--- config.mk ---
export PLATFORM = sky130hd
export DESIGN_NAME = priority_sched
export DESIGN_NICKNAME = d
export VERILOG_FILES = /design/src/rtl/priority_sched.sv
export SDC_FILE = /design/constraint.sdc
export NUM_CORES = 1
export LEC_CHECK = 0
export CAP_MARGIN = 20
export CORE_MARGIN = 2
export CORE_UTILIZATION = 27
export CTS_CLUSTER_DIAMETER = 120
export DETAILED_ROUTE_END_ITERATION = 8
export PLACE_DENSITY = 0.48
export SYNTH_ARGS = -nofsm -noshare
export SYNTH_HDL_FRONTEND = slang
export SYNTH_SLANG_ARGS = --single-unit
--- constraint.sdc ---
create_clock -name clk -period 6.8 [get_ports clk]
set_clock_uncertainty 0.15 [all_clocks]
set_input_delay 1.36 -clock clk [delete_from_list [all_inputs] [get_ports clk]]
set_output_delay 1.36 -clock clk [all_outputs]
set_load 0.01 [all_outputs]
--- src/rtl/priority_sched.sv ---
// rtl/priority_sched.sv - round-robin one-hot priority scheduler with per-channel slot lengths and override
module priority_sched #(
  parameter  int N_CH = 4,
  parameter  int TW   = 8,
  localparam int IW   = $clog2(N_CH)
) (
  input  logic               clk,
  input  logic               rst,
  input  logic               en,
  input  logic [N_CH*TW-1:0] dur_i,
  input  logic [N_CH-1:0]    req_i,
  input  logic               ovr_valid,
  input  logic [IW-1:0]      ovr_ch,
  output logic [N_CH-1:0]    grant,
  output logic [IW-1:0]      grant_idx,
  output logic               slot_done,
  output logic [TW-1:0]      remaining,
  output logic               in_override
);

  typedef enum logic [1:0] {
    IDLE     = 2'd0,
    RUN      = 2'd1,
    OVERRIDE = 2'd2
  } state_t;

  state_t             state, state_nxt;
  logic [N_CH-1:0]    grant_nxt;
  logic [IW-1:0]      grant_idx_nxt;
  logic               slot_done_nxt;
  logic [TW-1:0]      remaining_nxt;
  logic               in_override_nxt;
  logic [TW-1:0]      cnt, cnt_nxt;
  logic [TW-1:0]      dur_lat, dur_lat_nxt;
  logic [IW-1:0]      ptr, ptr_nxt;

  logic [TW-1:0]      dur_arr [N_CH];
  logic               ovr_ok;
  logic [IW-1:0]      base;
  logic [IW:0]        srch;
  logic               win_found;
  logic [IW-1:0]      win_idx;
  logic [TW-1:0]      win_dur;

  // Unpack the flat duration bus into one field per channel
  for (genvar k = 0; k < N_CH; k++) begin : g_dur
    assign dur_arr[k] = dur_i[k*TW +: TW];
  end

  // Channel codes beyond N_CH-1 only exist when N_CH is not a power of two
  if ((1 << IW) == N_CH) begin : g_ovr_pow2
    assign ovr_ok = ovr_valid;
  end else begin : g_ovr_range
    assign ovr_ok = ovr_valid && (ovr_ch < IW'(N_CH));
  end

  // First requesting channel after base, wrapping; base itself is checked last
  function automatic logic [IW:0] search(input logic [IW-1:0] b, input logic [N_CH-1:0] req);
    logic [IW:0]   r;
    logic [IW-1:0] idx;
    int            c;
    r = '0;
    for (int i = N_CH; i >= 1; i--) begin
      c = int'(b) + i;
      if (c >= N_CH) c = c - N_CH;
      idx = c[IW-1:0];
      if (req[idx]) r = {1'b1, idx};
    end
    return r;
  endfunction

  function automatic logic [N_CH-1:0] onehot(input logic [IW-1:0] idx);
    return {{(N_CH-1){1'b0}}, 1'b1} << idx;
  endfunction

  // Leaving an override searches from the overridden channel, otherwise from the pointer
  assign base      = (state == OVERRIDE) ? grant_idx : ptr;
  assign srch      = search(base, req_i);
  assign win_found = srch[IW];
  assign win_idx   = srch[IW-1:0];
  assign win_dur   = (dur_arr[win_idx] == '0) ? TW'(1) : dur_arr[win_idx];

  // Register every output and the internal scheduling state
  always_ff @(posedge clk or negedge rst) begin
    if (!rst) begin
      state       <= IDLE;
      grant       <= '0;
      grant_idx   <= '0;
      slot_done   <= 1'b0;
      remaining   <= '0;
      in_override <= 1'b0;
      cnt         <= '0;
      dur_lat     <= '0;
      ptr         <= IW'(N_CH - 1);
    end else begin
      state       <= state_nxt;
      grant       <= grant_nxt;
      grant_idx   <= grant_idx_nxt;
      slot_done   <= slot_done_nxt;
      remaining   <= remaining_nxt;
      in_override <= in_override_nxt;
      cnt         <= cnt_nxt;
      dur_lat     <= dur_lat_nxt;
      ptr         <= ptr_nxt;
    end
  end

  // Next-state decision: slot countdown, hand-over, idle fallback, override preemption
  always_comb begin
    logic take;
    logic go_idle;
    state_nxt       = state;
    grant_nxt       = grant;
    grant_idx_nxt   = grant_idx;
    slot_done_nxt   = 1'b0;
    remaining_nxt   = remaining;
    in_override_nxt = in_override;
    cnt_nxt         = cnt;
    dur_lat_nxt     = dur_lat;
    ptr_nxt         = ptr;
    take            = 1'b0;
    go_idle         = 1'b0;

    case (state)
      IDLE: begin
        take = en && win_found;
      end
      RUN: begin
        if (cnt == dur_lat - TW'(1)) begin
          slot_done_nxt = 1'b1;
          take          = en && win_found;
          go_idle       = !take;
        end else begin
          cnt_nxt       = cnt + TW'(1);
          remaining_nxt = dur_lat - TW'(2) - cnt;
        end
      end
      OVERRIDE: begin
        ptr_nxt         = grant_idx;
        in_override_nxt = 1'b0;
        take            = en && win_found;
        go_idle         = !take;
      end
      default: begin
        go_idle = 1'b1;
      end
    endcase

    if (go_idle) begin
      state_nxt     = IDLE;
      grant_nxt     = '0;
      remaining_nxt = '0;
      cnt_nxt       = '0;
    end

    if (take) begin
      state_nxt       = RUN;
      grant_nxt       = onehot(win_idx);
      grant_idx_nxt   = win_idx;
      ptr_nxt         = win_idx;
      cnt_nxt         = '0;
      dur_lat_nxt     = win_dur;
      remaining_nxt   = win_dur - TW'(1);
      in_override_nxt = 1'b0;
    end

    // Override beats everything, including a slot that ends this cycle
    if (ovr_ok) begin
      state_nxt       = OVERRIDE;
      grant_nxt       = onehot(ovr_ch);
      grant_idx_nxt   = ovr_ch;
      slot_done_nxt   = 1'b0;
      remaining_nxt   = '0;
      in_override_nxt = 1'b1;
      cnt_nxt         = '0;
      ptr_nxt         = ptr;
    end
  end

endmodule

==> summary.txt <==
Worst setup path
  – Arrival time worst endpoint: around 4.6 ns
  – Flop2flop setup slack: ~3.0 ns
  – CP Cell Sequence: clkdlybuf4s50_1 > o211ai_1 > a21oi_1 > a211o_1 > mux4_2 > a31oi_1 > ha_1 > inv_1 > a211oi_1 > xnor2_1 > a221o_1
  – R2R Path End: remaining[4]
  – Register-to-Register Path Depth: 12
  – Crit-path slowest cell: mux4_2
  – FF-to-FF Start: state[0]
  – Worst EP required: slightly below 7 ns
  – CP startpoint kind: primary input
  – Max Fanout on Critical Path: 16
  – Crit. End Element: register
  – Critical path class: primary input to register
  – CP peak stage delay: roughly 0.64 ns

Layout
  – Fill cells: approximately 1100
  – Area grow syn2layout: 28.0%
  – Fin nets: around 420
  – Final Cell Area: roughly 3500 um^2
  – Multi-input logic area: about 1700 um^2
  – Combined flip-flop and latch cell area: between 900 and 1000 um^2
  – Number of diodes: 0
  – Non-filler instance count after layout: between 400 and 500
  – Share of layout cells above drive strength 1: roughly 8.1%

Timing
  – Tmin final: ~4.6 ns
  – Slew Limit Headroom: between 30% and 40%
  – Final Hold Fails: 0
  – Crit share post-route: ~67%
  – Final Setup Violations: 0
  – Hold WS: 0.352 ns
  – Final Max Slew Viols: 0
  – Fmax: around 220 MHz
  – RSZ-0062 raised after global routing: no
  – Worst Tran Pin Value: around 0.89 ns
  – Setup TNS: 0 ns

Floorplanning
  – Initial core utilization: between 20 and 30%
  – Total core area: slightly below 10000 um^2
  – Die height: 105 um
  – I/O pins: 58
  – Die width: ~100 um
  – DIE AREA: 11000 um^2
  – Site Rows: 36

Synthesis
  – Sequential-to-total area share from yosys stat: between 30 and 40%
  – #FFs+latches synth: 36
  – Ys async rst share: 100%
  – Distinct cells, synth: 60
  – Synth top area cells: dfrtp_1, ha_1, mux4_2
  – Post-synth top area cell: dfrtp_1
  – YS warnings: 0
  – Mapped Avg Cell Area: about 9 um^2
  – Synth top area share: a little under a third
  – Most common cell in the netlist: dfrtp_1
  – Commonest cells in the netlist: dfrtp_1, inv_1, nor2_1, nand2_1, o21ai_0
  – Most used DFF post-synth: dfrtp_1
  – Post-Syn Nets: ~360
  – Number of synthesized flops with an enable pin: 0
  – Netlist Area Pre-Place: roughly 2800 um^2
  – Mapped Cells: ~300

Clock tree
  – CTS tree: built
  – CTS resizes: 0
  – CTS Buf Count: 5
  – Clk buf depth: 2
  – Clock transition at the registers of the reported paths: roughly 0.09 ns
  – H-tree depth: 2
  – Post-CTS Setup Inserts: 0
  – Root buf cell: clkbuf_8
  – Clock sink count: 36
  – Worst skew pair latency: 0.30 ns
  – Hold-fix buffers at CTS: 0

Drt
  – DRC viols: 0
  – DR iter-0 viols: 101
  – Wirelength per Cell: roughly 15 um
  – Routed Antenna Nets: 0
  – Vias per inst: between 4 and 5
  – DRT Pass-1 Iters: 4
  – Total wire length: 7.59 mm
  – Via count: approximately 2400

Global routing
  – Global-route wire length before repair: 12.9 mm
  – Largest net degree at the start of global routing: 37
  – Grt ovf: 0
  – Vias in the first global route: around 2500
  – Antenna violations before repair: 0
  – GRT Util Overall: between 10% and 20%

Pwr
  – Peak VDD IR: ~0.086 mV
  – Leak: around 1.5 nW
  – Power per cell area: roughly 240 nW/um^2

Min path
  – Min-delay src: remaining[0]
  – Hold WC Path Type: register to register
  – Hold Path End: remaining[0]
  – Hold path cells: 1

Placed design
  – Port buffer count: 57
  – Detailed Place HPWL: 6.01 mm
  – DP Area: between 3000 and 4000 um^2
  – Placed Instances: between 400 and 500
  – Gpl congestion: around 0.8

Outcome
  – Outcome: finished, final reports clean

Flow run
  – Max-cap viol count: 0
## cell families (layout without fill, tap and decap cells)
| logic type | count (synthesis) | count (layout) | share of synthesized area, % |
|---|---|---|---|
| AOI/OAI and AO/OA | 72 | 72 | 18.5 |
| adders and majority gates | 17 | 17 | 8.01 |
| DFF | 36 | 36 | 32.8 |
| and+or+nand+nor | 95 | 95 | 17.2 |
| muxes | 16 | 16 | 8.87 |
| xor gates and xnor gates | 25 | 25 | 7.96 |
| buffers and inverters | 42 | 97 | 6.64 |
## cell type report
class / count / share of cell area [%]
clock buffer: 5 / 1.95
inverter: 30 / 3.20
tap: 133 / 4.73
clock inverter: 3 / 0.604
multi-input combinational: 225 / 47.4
sequential: 36 / 25.7
timing repair buffer: 59 / 16.5
## per-stage QoR
step | setup slack, ns | utilization (%) | total power [W]
final | 2.23 | 35.9 | 0.000841
after global routing | 1.95 | 35.9 | 0.000916
after CTS | 2.21 | 35.9 | 0.000852
after detailed placement | 1.89 | 34.9 | 0.000685
after global placement | 2.05 | 34.9 | 0.000684
after floorplan | 2.85 | - | 0.000561
## where the power goes
| part | leakage, nW | total (W) | internal, W | switching (W) |
|---|---|---|---|---|
| logic | 0.984 | 0.000398 | 0.000193 | 0.000205 |
| clock network | 0.0445 | 0.000162 | 0.0000728 | 0.0000889 |
| registers | 0.463 | 0.000282 | 0.000248 | 0.0000340 |
| total | 1.49 | 0.000841 | 0.000513 | 0.000328 |
## critical path, delay by kind of cell
kind	cells	cell delay, ns
buffers and inverters	2	0.64
AOI/OAI and AO/OA	6	1.64
muxes	1	0.64
xor gates and xnor gates	1	0.10
adders and majority gates	1	0.22
## flip-flops by register name, summed over array words and instances, names as in the netlist
register	cells
cnt	8
dur_lat	8
remaining	8
grant	4
grant_idx	2
ptr	2
state	2
in_override	1
slot_done	1
## how the worst max path moves through the flow
stage               startpoint            to  slack, ns  depth (start not counted)
floorplan             req_i[2]  remaining[4]       2.85                         13
global placement      req_i[1]  remaining[4]       2.05                         11
detailed placement    req_i[1]  remaining[4]       1.89                         11
CTS                   req_i[1]  remaining[4]       2.21                         11
global route          req_i[1]  remaining[4]       1.95                         12
finish                req_i[1]  remaining[4]       2.23                         11
## cells in the final DEF (no fill, tap or decap), types with 4 or more instances in the layout
master / n
nand2_1: 23
nor3_1: 6
nor2b_1: 5
o21ai_0: 17
nor2_1: 27
inv_1: 30
a21oi_1: 11
mux2i_1: 6
a211oi_1: 4
dfrtp_1: 34
xor2_1: 10
nand4_1: 6
nand2b_1: 4
clkbuf_8: 5
nand3_1: 6
ha_1: 16
mux4_2: 6
a31oi_1: 4
xnor2_1: 15
clkdlybuf4s50_1: 56
## metal layers
layer	GRT usage (%)	routed length (um)	vias up
met2	23.3	3420	62
met5	0	0	-
li1	-	-	1201
met3	3.74	411	5
met4	2.86	64	0
met1	20.2	3700	1135
Power figures use the tool's default switching activity.
==> patch (config.mk and constraints unchanged) <==
The parameter `N_CH` goes from 4 to 8.
--- a/src/rtl/priority_sched.sv
+++ b/src/rtl/priority_sched.sv
@@ -2,3 +2,3 @@
 module priority_sched #(
-  parameter  int N_CH = 4,
+  parameter  int N_CH = 8,
   parameter  int TW   = 8,
Ports: changed (5 resized); port bits go from 58 to 100. No check against the original RTL was run, so the function may have changed too.
==> patch against the unedited design <==
- setup slack got worse by 1.7 ns
- design area increased by 63%
- sequential cell count increased by 6
- power increased to 4.2 times the old value
- area after synthesis increased by 60%
- fmax decreased by 27%
- register-to-register slack got worse by 2.3 ns
- wire length increased by 100%
==> patch: results (changes against the unedited design) <==
Place
  – Area after DPL: 0.00559 mm^2 (was 0.00343 mm^2)
  – PortBufs: 99 (was 57)
  – Post-DP HPWL: 12200 um (was 6010 um)
  – Gpl congestion: 0.852 (was 0.790)
  – Pre-CTS setup slack: 0.341 ns (was 1.89 ns)

GRT
  – Largest net degree at the start of global routing: 43 (was 37)
  – Initial antenna violation count: 0 (unchanged)
  – GR Util All Layers: 17.7% (was 14.7%)
  – Global-route wire length before repair: 25200 um (was 12900 um)
  – Vias in the first global route: 4639 (was 2480)

Clock tree
  – Insertion delay to the later sink of the worst-skew pair: 0.28 ns (was 0.30 ns)
  – Inserted Clock Buffers: 5 (unchanged)
  – H-tree depth: 2 (unchanged)
  – Post-CTS setup buffers: 0 (unchanged)
  – Clock root buffer: clkbuf_16 (was clkbuf_8)
  – Clock Tree Buf Depth: 2 (unchanged)
  – CTS clock-pin slew for the worst setup and hold paths: 0.06 ns (was 0.09 ns)
  – Post-cts sizing count: 0 (unchanged)

Synthesis
  – Largest cells by area after synthesis: dfrtp_1 22%, ha_1 4.8%, a211oi_1 4.3% (was dfrtp_1 31%, ha_1 7.3%, mux4_2 4.9%)
  – Unique cell type count in the Yosys netlist: 90 (was 60)
  – Asr flop ratio synth: 100% (unchanged)
  – Adder-Cell Fraction of Synth Area: 5.28% (was 8.01%)
  – Top cells by count, synth: 40 x nand2_1, 39 x dfrtp_1, 37 x nor2_1, 28 x inv_1, 25 x a211oi_1 (was 34 x dfrtp_1, 30 x inv_1, 27 x nor2_1, 23 x nand2_1, 17 x o21ai_0)
  – Register area share after synthesis: 23.9% (was 32.8%)
  – Main synth FF type: dfrtp_1 (unchanged)
  – Net Count, Synth: 630 (was 362)
  – Mux cell area share after synthesis: 7.52% (was 8.87%)
  – Post-synthesis xor/xnor area fraction: 4.93% (was 7.96%)
  – Synth Area in Compound Gates: 30.6% (was 18.5%)

Route
  – Routed wire length: 15500 um (was 7590 um)
  – Vias per cell: 5.41 (was 4.89)
  – DR iter-0 viols: 338 (was 101)
  – First-pass iteration count of the detailed router: 5 (was 4)

Worst setup path
  – CP peak stage delay: 0.68 ns (was 0.64 ns)
  – Crit path arrival time: 6.27 ns (was 4.61 ns)
  – Critical path's slowest cell: nor2b_1 (was mux4_2)
  – CP Max Fanout: 10 (was 16)
  – Worst-case reg-to-reg path depth: 18 (was 12)

Cells and area
  – Fin nets: 714 (was 416)
  – Layout cell share with drive strength beyond 1: 10.7% (was 8.10%)
  – Antenna fix cells: 0 (unchanged)
  – Fill cells: 1683 (was 1061)

Outcome
  – Outcome: complete, no violations (unchanged)

Power and ir drop
  – IR drop worst, VDD: 0.294 mV (was 0.0864 mV)
  – Net Sw Frac: 54.5% (was 39.0%)
  – Leak pwr: 2.26 nW (was 1.49 nW)

Min path
  – Hold path cells: 2 (was 1)

STA
  – Slew @ Worst Pin: 0.975 ns (was 0.892 ns)
==> patch: worst reg2reg max path, cell delays in order (launching register included) <==
cell and delay (ns):
dfrtp_1 0.48, nand2b_1 0.46, mux2i_4 0.32, inv_2 0.06, ha_1 0.46, mux4_2 0.59
o31a_1 0.14, a2111oi_2 0.41, a211oi_1 0.13, o21ai_1 0.40, nor2b_1 0.68, and3_1 0.29
a2111o_1 0.25, nand4_2 0.21, o21ai_2 0.21, inv_1 0.06, ha_1 0.32, o22a_1 0.22
a211oi_1 0.20
==> patch: kinds of logic (layout without fill, tap and decap cells) <==
group	after synthesis	after routing
simple gates	179	179
compound gates	178	178
buf+inv	66	151
flops	42	42
mux	26	26
xor+xnor	24	24
fa+ha+maj	18	18
==> patch: path summary, 6_finish.rpt <==
path	start	to	slack (ns)
max	req_i[4]	remaining[1]	0.55
min	ptr[1]	ptr[1]	0.33
max reg2reg	state[0]	remaining[1]	0.66
min reg2reg	ptr[1]	ptr[1]	0.33
max in group asynchronous	rst	state[1]	4.81
min in group asynchronous	rst	remaining[5]	1.08
==> patch: cell type report <==
class | count | area, um^2 | share of cell area [%]
multi-input cells | 425 | 3060 | 53.3
repair buffers | 113 | 1090 | 19.0
flip-flops and latches | 42 | 1050 | 18.4
well taps | 216 | 270 | 4.71
clock buffers | 6 | 139 | 2.42
inverters | 30 | 113 | 1.96
clock inverters | 2 | 12.5 | 0.218
==> patch: power groups by stage <==
| stage | logic [mW] | clock network, mW | registers, mW |
|---|---|---|---|
| global placement | 2.85 | 0 | 0.431 |
| global route | 3.20 | 0.258 | 0.436 |
| finish | 2.90 | 0.242 | 0.425 |
| detailed placement | 2.87 | 0 | 0.431 |
| floorplan | 2.11 | 0 | 0.404 |
| CTS | 2.89 | 0.249 | 0.428 |
==> patch: metal layers <==
| layer | share of wire, % | global-route usage [%] | routed length [um] |
|---|---|---|---|
| met1 | 43 | 22.1 | 6720 |
| met2 | 50 | 31.6 | 7740 |
| met3 | 3.2 | 2.08 | 498 |
| met4 | 3.4 | 6.16 | 522 |
| met5 | 0 | 0 | 0 |
==> patch: metrics by stage <==
| stage | total power, mW | std cells |
|---|---|---|
| detailed placement | 3.30 | 826 |
| floorplan | 2.51 | 533 |
| global placement | 3.28 | 826 |
| finish | 3.57 | 834 |
| global route | 3.90 | 834 |
| CTS | 3.57 | 834 |
